**src/rtl/prog_mem.sv**
```systemverilog
// Program memory with a streaming loader and a single-cycle fetch port.
// A load fills words from address 0 upward. Fetches outside the loaded program return NOP_WORD with an error flag.
module prog_mem #(
    parameter int unsigned          DATA_W   = 8,
    parameter int unsigned          ADDR_W   = 4,
    parameter int unsigned          DEPTH    = 16,
    parameter logic [DATA_W-1:0]    NOP_WORD = '0
) (
    input  logic              clk,
    input  logic              rst,
    input  logic              ld_start,
    input  logic              ld_valid,
    input  logic [DATA_W-1:0] ld_data,
    input  logic              ld_last,
    output logic              ld_ready,
    output logic              ld_done,
    input  logic              rd_req,
    input  logic [ADDR_W-1:0] rd_addr,
    output logic              rd_valid,
    output logic [DATA_W-1:0] rd_instr,
    output logic              rd_err,
    output logic [ADDR_W:0]   prog_len
);

    typedef enum logic [1:0] {
        IDLE = 2'd0,
        LOAD = 2'd1,
        RUN  = 2'd2
    } state_t;

    state_t state, state_nxt;

    logic [DATA_W-1:0] mem [0:DEPTH-1];
    logic [DATA_W-1:0] mem_q;
    logic [ADDR_W-1:0] wptr;
    logic              accept;
    logic              last_word;
    logic              rd_ok;

    // Restart and reset both take priority over a word on the loader bus.
    assign accept    = (state == LOAD) && ld_valid && !ld_start && !rst;
    assign last_word = ld_last || (wptr == ADDR_W'(DEPTH - 1));
    assign rd_ok     = rd_req && (state == RUN) && !ld_start
                       && ({1'b0, rd_addr} < prog_len);

    always_ff @(posedge clk) begin
        if (rst)
            state <= IDLE;
        else
            state <= state_nxt;
    end

    always_comb begin
        state_nxt = state;
        case (state)
            IDLE: if (ld_start) state_nxt = LOAD;
            LOAD: begin
                if (ld_start)
                    state_nxt = LOAD;
                else if (accept && last_word)
                    state_nxt = RUN;
            end
            RUN:  if (ld_start) state_nxt = LOAD;
            default: state_nxt = IDLE;
        endcase
    end

    always_comb begin
        ld_ready = (state == LOAD);
        rd_instr = (rd_valid && !rd_err) ? mem_q : NOP_WORD;
    end

    always_ff @(posedge clk) begin
        if (rst) begin
            wptr     <= '0;
            prog_len <= '0;
            ld_done  <= 1'b0;
            rd_valid <= 1'b0;
            rd_err   <= 1'b0;
        end else begin
            ld_done  <= accept && last_word;
            rd_valid <= rd_req;
            rd_err   <= rd_req && !rd_ok;
            if (ld_start) begin
                wptr     <= '0;
                prog_len <= '0;
            end else if (accept) begin
                // Hold at the top word so the pointer never wraps.
                if (!last_word)
                    wptr <= wptr + ADDR_W'(1);
                prog_len <= prog_len + (ADDR_W + 1)'(1);
            end
        end
    end

    // Storage is not reset; prog_len gates visibility of stale words.
    always_ff @(posedge clk) begin
        if (accept)
            mem[wptr] <= ld_data;
        if (rd_ok)
            mem_q <= mem[rd_addr];
    end

endmodule

```
**config.mk**
```make
export PLATFORM = sky130hd
export DESIGN_NAME = prog_mem
export DESIGN_NICKNAME = d
export VERILOG_FILES = /design/src/rtl/prog_mem.sv
export SDC_FILE = /design/constraint.sdc
export NUM_CORES = 1
export LEC_CHECK = 0
export ABC_AREA = 1
export BUFFER_PORTS_ARGS = -buffer_cell sky130_fd_sc_hd__buf_2
export CAP_MARGIN = 20
export CORE_ASPECT_RATIO = 1.5
export CORE_MARGIN = 2
export CORE_UTILIZATION = 45
export DETAILED_ROUTE_END_ITERATION = 7
export GPL_TIMING_DRIVEN = 0
export PLACE_DENSITY = 0.72
export SLEW_MARGIN = 20
export SYNTH_ARGS = -nofsm -noshare
export SYNTH_HDL_FRONTEND = slang
export SYNTH_SLANG_ARGS = --single-unit
```
**constraint.sdc**
```tcl
create_clock -name clk -period 2.55 [get_ports clk]
set_input_delay 0.3825 -clock clk [delete_from_list [all_inputs] [get_ports clk]]
set_output_delay 0.3825 -clock clk [all_outputs]
set_load 0.01 [all_outputs]
```
==> run summary <==
status - complete, no violations
post-CTS setup buffer count - 0
XOR/XNOR Fraction of Synth Area - 0.264%
vias per inst - 5.03
Compound-Gate Fraction of Synth Area - 1.17%
largest net degree at the start of global routing - 17
RR Startpoint - state[0]
leading cell type in the layout, fill and taps excluded - nand2_1
vias in the first global route - 4595
share of cells above drive strength 1 - 12.3%
normalized max-slew margin - 26.4%
Worst R2R End - mem[3][7]
Post-synth EDFFs - 136
Post-route DRC - 0
PD cells - 742 nW/um^2
core box area - 14500 sq um
post-synthesis mux area share - 0%
Worst EP required - 2.59 ns
num rows - 54
Seq/Total Area, Yosys - 65.8%
Fmax achieved - 470 MHz
ys flop type - edfxtp_1
Resized cells post-CTS - 0
Mapped Area - 6630 sq um
number of port buffers - 34
MaxCap Viol Count - 0
ant diodes - 0
cts bufs inserted - 17
Hold Crit Start - rst
Final Skew - 0.00844 ns
die area - 15700 sq um
period utilisation layout - 83.5%
Final Net Count - 751
pre-CTS setup slack - 0.136 ns
CP max FO - 8
Hold Crit Depth - 2
grt ovf - 0
Final Power - 5.72 mW
Yosys cell types - 21
main combinational cell family by area after synthesis - simple AND/OR/NAND/NOR gates
DIE HEIGHT - 153 microns
Critical Path End Type - flip-flop
initial antenna violation count - 0
Post-CTS Hold Fix Bufs - 0
FFs w/ async S/R, synth - 0%
first-pass GRT wire length - 24700 microns
Post-Synth Adder-Cell Area - 1.51%
crit start category - flip-flop
root buf cell - clkbuf_16
simple-gate share of the synthesized area - 21.8%
Bufs on Longest Clock Path - 2
Final Slew Violations - 0
worst-margin pin slew - 1.09 ns
total track usage - 21.7%
Mean Syn Cell Area - 9.87 sq um
syn nets - 698
Area growth syn-to-layout - 16.3%
final WL - 15700 microns
Yosys reg bits - 150
H-tree depth - 4
CTS Sinks - 150
Placed Cells - 902
Initial DRT Pass Iterations - 5
Setup TNS - 0 ns
r2r worst-path depth - 4
Iter 0 DRT Violations - 335
Syn. warnings - 0
Die W - 103 microns
CTS tree - yes
hold endpoint - rd_valid
final hold viol count - 0
final worst path period need - 2.13 ns
RSZ-0062 raised after global routing - no
Detail Route Antenna Nets - 0
R2R setup slack - 0.42 ns
leakage power - 3.35 nW
setup ws final - 0.421 ns
HP Class - input pin to flip-flop
Post-Layout Cell Count - 934
clock latency on the worst-skew pair - 0.42 ns
Worst-path clk slew - 0.06 ns
Post-Syn Instances - 672
Top Ports - 35
commonest non-fill, non-tap cells in the layout - 196 x nand2_1, 136 x edfxtp_1, 130 x inv_1
RePlAce Congestion - 0.941
final setup violation count - 0
Max IR drop VDD - 0.000661 V
Initial Util - 45.9%
Worst EP arrival - 2.17 ns
DR vias - 4696
Setup CP Type - flip-flop to flip-flop
drt wl/cell - 16.8 microns
DP HPWL - 10500 microns
## worst max-delay path, cell delays in order (launching register included)
cell and delay (ns):
dfxtp_1 0.39, nand3_2 0.18, nor2_8 0.16, inv_1 0.15
nor3_1 0.86
## state kept, by name, summed over array words and instances (netlist names)
signal	cells
mem	128
rd_valid	1
mem_q	8
ld_done	1
wptr	4
prog_len	5
state	2
rd_err	1
## power breakdown
part | internal (mW) | switching (mW) | total (mW)
clock | 1.74 | 0.990 | 2.73
sequential | 2.69 | 0.00308 | 2.69
combinational | 0.0809 | 0.219 | 0.300
total | 4.51 | 1.21 | 5.72
## cells by family after synthesis
kind of cell / after synthesis
buf+inv: 158
simple gates: 339
fa+ha+maj: 8
compound gates: 15
xor+xnor: 2
flops: 150
## synthesized netlist by cell type (2+ instances only)
library cell	n	area share [%]
ha_1	8	1.5
o21ai_0	4	0.30
nor3_1	5	0.38
edfxtp_1	136	62
nand3_1	105	7.9
dfxtp_1	14	4.2
nor2_1	28	1.6
a21oi_1	10	0.75
nand2_1	196	11
xor2_1	2	0.26
clkbuf_1	5	0.28
buf_2	20	1.5
nand4_1	2	0.19
inv_1	130	7.4
## through the flow
stage / utilization (%) / hold slack (ns) / instance area, sq um
floorplan: - / 0.466 / 6630
global placement: 48.7 / 0.479 / 7050
detailed placement: 48.8 / 0.483 / 7050
CTS: 53.3 / 0.185 / 7700
global route: 53.3 / 0.189 / 7710
finish: 53.3 / 0.190 / 7710
## final cells by class
class / instances / area [sq um]
Inverter: 131 / 492
Multi-Input combinational cell: 364 / 1650
Timing Repair Buffer: 34 / 170
Sequential cell: 150 / 4360
Buffer: 27 / 134
Clock buffer: 17 / 425
Tap cell: 196 / 245
Clock inverter: 15 / 228
Fill cell: 1265 / 6750
## worst max-delay path by stage
stage          startpoint         end  slack [ns]  cells after the start
2_1_floorplan    ld_start  mem[11][0]        0.72                      5
3_3_place_gp     ld_start  mem[11][2]        0.06                      6
3_5_place_dp     ld_start   mem[7][4]        0.14                      6
4_1_cts          state[0]   mem[7][1]        0.37                      4
5_1_grt          state[0]   mem[3][5]        0.29                      4
6_report         state[0]   mem[3][7]        0.42                      4
## metal layers
| layer | GRT usage (%) | up-vias | routed length [microns] |
|---|---|---|---|
| met5 | 0 | - | 0 |
| met4 | 12.7 | 0 | 843 |
| met3 | 3.72 | 46 | 961 |
| met2 | 37.0 | 217 | 8310 |
| met1 | 25.0 | 2174 | 5560 |
| li1 | - | 2259 | - |
Power figures use the tool's default switching activity.
